$ cat src/rtl/load_store_unit.sv
// Load/store unit: turns a datapath load/store into a word-aligned, byte-enabled req/ack bus access and stalls pc until it completes.
// At least 3 cycles (IDLE, REQ.., DONE) with REQ held until iBusAck; LSU_TIMEOUT_EN adds a TIMEOUT_CYCLES bus watchdog.
module load_store_unit #(
   parameter int TIMEOUT_CYCLES = 16
) (
   input  logic        clock,
   input  logic        reset,
   input  logic        iMemRead,
   input  logic        iMemWrite,
   input  logic [31:0] iAddress,
   input  logic [31:0] iData,
   input  logic [2:0]  iFunct3,
   output logic [31:0] oData,
   output logic        oStall,
   output logic        oMisaligned,
   output logic        oError,
   output logic        oBusReq,
   output logic        oBusWe,
   output logic [31:0] oBusAddr,
   output logic [31:0] oBusWData,
   output logic [3:0]  oBusByteEn,
   input  logic        iBusAck,
   input  logic [31:0] iBusRData
);

   typedef enum logic [1:0] {
      S_IDLE = 2'd0,
      S_REQ  = 2'd1,
      S_DONE = 2'd2
   } state_t;

   state_t      r_state;
   state_t      w_next;

   logic [31:0] r_bus_addr;
   logic [31:0] r_bus_wdata;
   logic        r_bus_we;
   logic [3:0]  r_bus_byteen;
   logic [2:0]  r_funct3;
   logic [1:0]  r_lo;
   logic [31:0] r_data;

   logic        w_access;
   logic        w_is_byte;
   logic        w_is_half;
   logic        w_misaligned;
   logic [3:0]  w_byteen;
   logic [31:0] w_wdata;

   logic        w_stall;
   logic        w_mis_pulse;
   logic        w_latch;
   logic        w_complete;
   logic        w_expire;
   logic        w_timeout_hit;

   logic [7:0]  w_rbyte;
   logic [15:0] w_rhalf;
   logic [31:0] w_load_ext;

   if (TIMEOUT_CYCLES < 1) begin : g_bad_timeout
      $error("TIMEOUT_CYCLES must be at least 1");
   end

   // funct3[1:0]: 00 byte, 01 half, anything else is a word; bit 2 only selects zero-extension on loads
   assign w_access     = (iMemRead | iMemWrite) & ~reset;
   assign w_is_byte    = (iFunct3[1:0] == 2'b00);
   assign w_is_half    = (iFunct3[1:0] == 2'b01);
   assign w_misaligned = (w_is_half & iAddress[0]) |
                         (~w_is_byte & ~w_is_half & (iAddress[1:0] != 2'b00));

   always_comb begin
      w_byteen = 4'b1111;
      w_wdata  = iData;
      if (w_is_byte) begin
         w_byteen = 4'b0001 << iAddress[1:0];
         w_wdata  = {4{iData[7:0]}};
      end else if (w_is_half) begin
         w_byteen = iAddress[1] ? 4'b1100 : 4'b0011;
         w_wdata  = {2{iData[15:0]}};
      end
   end

   always_comb begin
      w_rbyte = iBusRData[7:0];
      case (r_lo)
         2'd0:    w_rbyte = iBusRData[7:0];
         2'd1:    w_rbyte = iBusRData[15:8];
         2'd2:    w_rbyte = iBusRData[23:16];
         default: w_rbyte = iBusRData[31:24];
      endcase
      w_rhalf = r_lo[1] ? iBusRData[31:16] : iBusRData[15:0];
      case (r_funct3)
         3'b000:  w_load_ext = {{24{w_rbyte[7]}}, w_rbyte};
         3'b100:  w_load_ext = {24'd0, w_rbyte};
         3'b001:  w_load_ext = {{16{w_rhalf[15]}}, w_rhalf};
         3'b101:  w_load_ext = {16'd0, w_rhalf};
         default: w_load_ext = iBusRData;
      endcase
   end

   always_comb begin
      w_next      = r_state;
      w_stall     = 1'b0;
      w_mis_pulse = 1'b0;
      w_latch     = 1'b0;
      w_complete  = 1'b0;
      w_expire    = 1'b0;
      case (r_state)
         S_IDLE: begin
            if (w_access) begin
               if (w_misaligned) begin
                  w_mis_pulse = 1'b1;
               end else begin
                  w_stall = 1'b1;
                  w_latch = 1'b1;
                  w_next  = S_REQ;
               end
            end
         end
         S_REQ: begin
            w_stall = 1'b1;
            // an ack arriving on the expiry cycle still completes normally
            if (iBusAck) begin
               w_complete = 1'b1;
               w_next     = S_DONE;
            end else if (w_timeout_hit) begin
               w_expire = 1'b1;
               w_next   = S_DONE;
            end
         end
         S_DONE: begin
            w_next = S_IDLE;
         end
         default: begin
            w_next = S_IDLE;
         end
      endcase
   end

   always_ff @(posedge clock) begin
      if (reset) begin
         r_state      <= S_IDLE;
         r_bus_addr   <= '0;
         r_bus_wdata  <= '0;
         r_bus_we     <= 1'b0;
         r_bus_byteen <= '0;
         r_funct3     <= '0;
         r_lo         <= '0;
         r_data       <= '0;
      end else begin
         r_state <= w_next;
         if (w_latch) begin
            r_bus_addr   <= {iAddress[31:2], 2'b00};
            r_bus_we     <= iMemWrite;
            r_bus_byteen <= w_byteen;
            r_bus_wdata  <= w_wdata;
            r_funct3     <= iFunct3;
            r_lo         <= iAddress[1:0];
         end
         if (w_complete && !r_bus_we) begin
            r_data <= w_load_ext;
         end else if (w_expire && !r_bus_we) begin
            r_data <= '0;
         end
      end
   end

`ifdef LSU_TIMEOUT_EN
   localparam int CNT_W = $clog2(TIMEOUT_CYCLES + 1);

   logic [CNT_W-1:0] r_cnt;
   logic             r_error;

   assign w_timeout_hit = (r_cnt == CNT_W'(TIMEOUT_CYCLES - 1));

   always_ff @(posedge clock) begin
      if (reset) begin
         r_cnt   <= '0;
         r_error <= 1'b0;
      end else begin
         r_error <= w_expire;
         if (w_latch) begin
            r_cnt <= '0;
         end else if ((r_state == S_REQ) && !iBusAck) begin
            r_cnt <= r_cnt + 1'b1;
         end
      end
   end

   assign oError = r_error;
`else
   assign w_timeout_hit = 1'b0;
   assign oError        = 1'b0;
`endif

   assign oData       = r_data;
   assign oStall      = w_stall;
   assign oMisaligned = w_mis_pulse;
   assign oBusReq     = (r_state == S_REQ);
   assign oBusWe      = r_bus_we;
   assign oBusAddr    = r_bus_addr;
   assign oBusWData   = r_bus_wdata;
   assign oBusByteEn  = r_bus_byteen;

endmodule

$ cat config.mk
export PLATFORM = sky130hd
export DESIGN_NAME = load_store_unit
export DESIGN_NICKNAME = d
export VERILOG_FILES = /design/src/rtl/load_store_unit.sv
export SDC_FILE = /design/constraint.sdc
export NUM_CORES = 1
export LEC_CHECK = 0
export ABC_AREA = 1
export CORE_ASPECT_RATIO = 0.9
export CORE_MARGIN = 4
export CORE_UTILIZATION = 40
export DETAILED_ROUTE_END_ITERATION = 12
export GPL_TIMING_DRIVEN = 0
export MAX_ROUTING_LAYER = met4
export PLACE_DENSITY = 0.76
export SLEW_MARGIN = 20
export SYNTH_ARGS = -nofsm -noshare
export SYNTH_HDL_FRONTEND = slang
export SYNTH_SLANG_ARGS = --single-unit
$ cat constraint.sdc
create_clock -name clock -period 2.5 [get_ports clock]
set_input_delay 0.375 -clock clock [delete_from_list [all_inputs] [get_ports clock]]
set_output_delay 0.375 -clock clock [all_outputs]
set_load 0.1 [all_outputs]
==> key figures <==
Status
  • Status: complete, no violations

Timing
  • Slew at the pin with the worst max-slew slack: 1.03 ns
  • Final setup violation count: 0
  • Fin. max-slew vios: 0
  • Worst rel slew slack: 0.308
  • Highest clock rate: 419 MHz
  • Setup Skew: 0.00423 ns
  • Fin crit share: 0.954
  • Period minus WS final: 2.39 ns
  • Final Hold Vio Count: 0
  • Unrepaired setup endpoints after global routing: no
  • Final worst-path setup slack: 0.114 ns

Critical path
  • CP required: 2.12 ns
  • Crit-path leading delay family: buffers and inverters
  • Worst-path cell chain: inv_2, nand2_1, inv_1, clkdlybuf4s50_1
  • CP Max Fanout: 3
  • CP max-delay cell: clkdlybuf4s50_1
  • Critical Path Source Type: register
  • Critical Path AT: 2.01 ns
  • CP bufs+invs: 3
  • CP peak stage delay: 1.15 ns
  • Reg2Reg Setup Slack: 0.75 ns
  • Crit Path Category: reg -> out
  • CP endpoint kind: output port

Die
  • # IOs: 209
  • DIE HEIGHT: 110 um
  • Initial core utilization: 0.418
  • Placement row count: 36
  • Die outline width: 121 um
  • Total core area: 0.0110 mm^2
  • Die area: 0.0133 mm^2

Global routing
  • Grt ovf: 0
  • First-pass GRT wire length: 25.0 mm
  • GRT Total Usage: 0.243
  • Largest net degree at the start of global routing: 17
  • Vias in the first global route: 5,075
  • Antenna violations before repair: 0

Yosys
  • Yosys reg bits: 106
  • Sequential area share after synthesis: 0.460
  • Syn Inst Count: 667
  • Synth Warn #: 0
  • Synthesized area per cell: 6.91 um^2
  • Cell variety after synth: 27
  • Synth Cell Area: 0.00461 mm^2

Placement
  • I/O Buffers: 205
  • Placed Area: 0.00688 mm^2
  • Pre-CTS setup slack: -1.04 ns
  • Dpl cells: 1,026
  • Final Wtd Congestion: 0.933
  • HPWL Detailed: 12.6 mm

Clocking
  • Clock latency on the worst-skew pair: 0.34 ns
  • Num CTS Buffers: 9
  • Root Driver: clkbuf_16
  • CTS tree: done
  • Clk slew on worst S/H paths: 0.07 ns
  • Maximum buffer depth of the clock tree: 2
  • CTS Hold Buffers Added: 0
  • CTS sink cnt: 106
  • Number of H-tree levels: 3

Route
  • Drt pass-1 iters: 5
  • Total routed wirelength: 16.2 mm
  • Antenna-violating nets left: 0
  • # DRC: 0
  • Via count: 5,266
  • Drt wl/cell: 15.5 um
  • DR vias/cell: 5.05
  • Iteration-0 DRC Markers: 383

Layout
  • Area Overhead vs Synth: 56.1%
  • Layout cells sized above 1: 0.0550
  • Nets: 990
  • Fillers: 1,001
  • Multi-input combinational cell area: 0.00217 mm^2
  • Non-Filler Instances: 1,043
  • Ant. Diodes: 0
  • Reg area: 0.00212 mm^2
  • Post-route cell area: 0.00720 mm^2

Run
  • Max Cap Viol: 0

Power
  • Leak: 0.00295 uW
  • PwrDens: 712 mW/mm^2
  • Worst VDD drop: 0.477 mV

Hold path
  • Hold crit path type: in -> reg
[power by group]
group / total, uW / switching, uW / internal [uW]
Clock: 1390 / 612 / 774
Combinational: 1860 / 1350 / 511
Sequential: 1880 / 65.9 / 1810
Total: 5120 / 2020 / 3100
[layout make-up]
| type | instances | share of cell area |
|---|---|---|
| well taps | 152 | 0.0264 |
| plain buffers | 44 | 0.0310 |
| clock inverters | 5 | 0.00765 |
| inverters | 33 | 0.0176 |
| clock buffers | 11 | 0.0323 |
| multi-input cells | 486 | 0.302 |
| flip-flops and latches | 106 | 0.295 |
| repair buffers | 206 | 0.288 |
[cell usage in the layout (no fill, tap or decap), types with 2 or more instances in the layout]
master,Yosys,layout
nor2_2,2,3
inv_1,30,30
nor2_1,138,137
a21oi_1,66,66
o21ai_1,10,10
nand2_1,132,132
buf_4,6,7
a21boi_0,3,3
clkinvlp_4,0,2
o211ai_1,9,9
clkbuf_1,22,24
o21ai_0,93,93
dlymetal6s2s_1,0,4
nand3_1,16,16
clkdlybuf4s50_1,0,199
dfxtp_1,106,106
or2_2,3,3
conb_1,1,3
clkinv_2,0,2
clkbuf_16,0,9
buf_2,10,11
buf_6,3,3
buf_1,3,3
inv_2,3,2
nand4_1,2,2
o21bai_1,3,3
[stage by stage]
| step | util | total power, uW | setup TNS, ns | hold slack [ns] |
|---|---|---|---|---|
| 6_report | 0.652 | 5120 | 0 | 0.401 |
| 5_1_grt | 0.652 | 5330 | 0 | 0.430 |
| 4_1_cts | 0.650 | 5150 | -0.153 | 0.469 |
| 3_5_place_dp | 0.623 | 3760 | -1.59 | 0.459 |
| 3_3_place_gp | 0.623 | 3740 | -1.58 | 0.451 |
| 2_1_floorplan | - | 3210 | 0 | 0.458 |
[cell families (layout without fill, tap and decap cells)]
group                  count (synthesis)  in the layout  share of synthesized area
AND/OR/NAND/NOR                      297            297                      0.253
AO/OA/AOI/OAI                        186            186                      0.211
flip-flops                           106            106                      0.460
buffers and inverters                 77            299                     0.0752
other                                  1              3                   0.000813
[registers in the layout, indices dropped and copies added (netlist names)]
register,count
oBusAddr,30
oBusByteEn,4
oBusWData,32
oBusWe,1
oData,32
r_funct3,3
r_lo,2
r_state,2
[worst register-to-register path, cell delays in order, from the launching register on]
cell and delay (ns):
dfxtp_1 0.30, inv_1 0.10, nand2_1 0.20, nor2_1 0.19, nand2_1 0.11, nand3_1 0.10
nand3_1 0.23, buf_2 0.29, a21oi_1 0.17
[synthesized netlist by cell type]
library cell,instances,share of area
nor2_1,138,0.11
nand2_1,132,0.11
dfxtp_1,106,0.46
o21ai_0,93,0.10
a21oi_1,66,0.072
inv_1,30,0.024
clkbuf_1,22,0.018
nand3_1,16,0.017
buf_2,10,0.011
o21ai_1,10,0.011
o211ai_1,9,0.015
buf_4,6,0.0098
a21boi_0,3,0.0049
buf_1,3,0.0024
buf_6,3,0.0073
inv_2,3,0.0024
o21bai_1,3,0.0049
or2_2,3,0.0041
nand4_1,2,0.0027
nor2_2,2,0.0027
a31oi_1,1,0.0014
conb_1,1,0.00081
nand2_2,1,0.0014
nand2_4,1,0.0024
nor3_1,1,0.0011
nor4_1,1,0.0014
o31ai_1,1,0.0016
[timing repair]
| item | in CTS | in global routing |
|---|---|---|
| endpoints found under the hold margin | 0 | 0 |
| pin swaps | 0 | 1 |
| resized for setup | 11 | 10 |
| setup buffers | 0 | 1 |
| gates cloned | 0 | 0 |
| setup endpoints to repair | 2 | 2 |
[worst paths after layout]
kind / startpoint / end / cells after the start
worst max-delay path: r_state[1]$_SDFFE_PP0P_ / oBusReq / 4
worst min-delay path: iAddress[0] / r_lo[0]$_SDFFE_PP0P_ / 3
worst max register to register: r_funct3[0]$_SDFFE_PP0P_ / oData[16]$_SDFFE_PP0P_ / 8
worst min register to register: oBusByteEn[0]$_SDFFE_PP0P_ / oBusByteEn[0]$_SDFFE_PP0P_ / 2
[per-layer routing]
layer  vias to the layer above  global-route usage  share of wire
met3                        22              0.0581          0.085
met5                         -                   -              0
met4                         0              0.0672          0.015
met1                      2397               0.306           0.44
met2                       242               0.393           0.46
li1                       2605                   -              -
No activity file was read; power rests on OpenSTA's default activity.
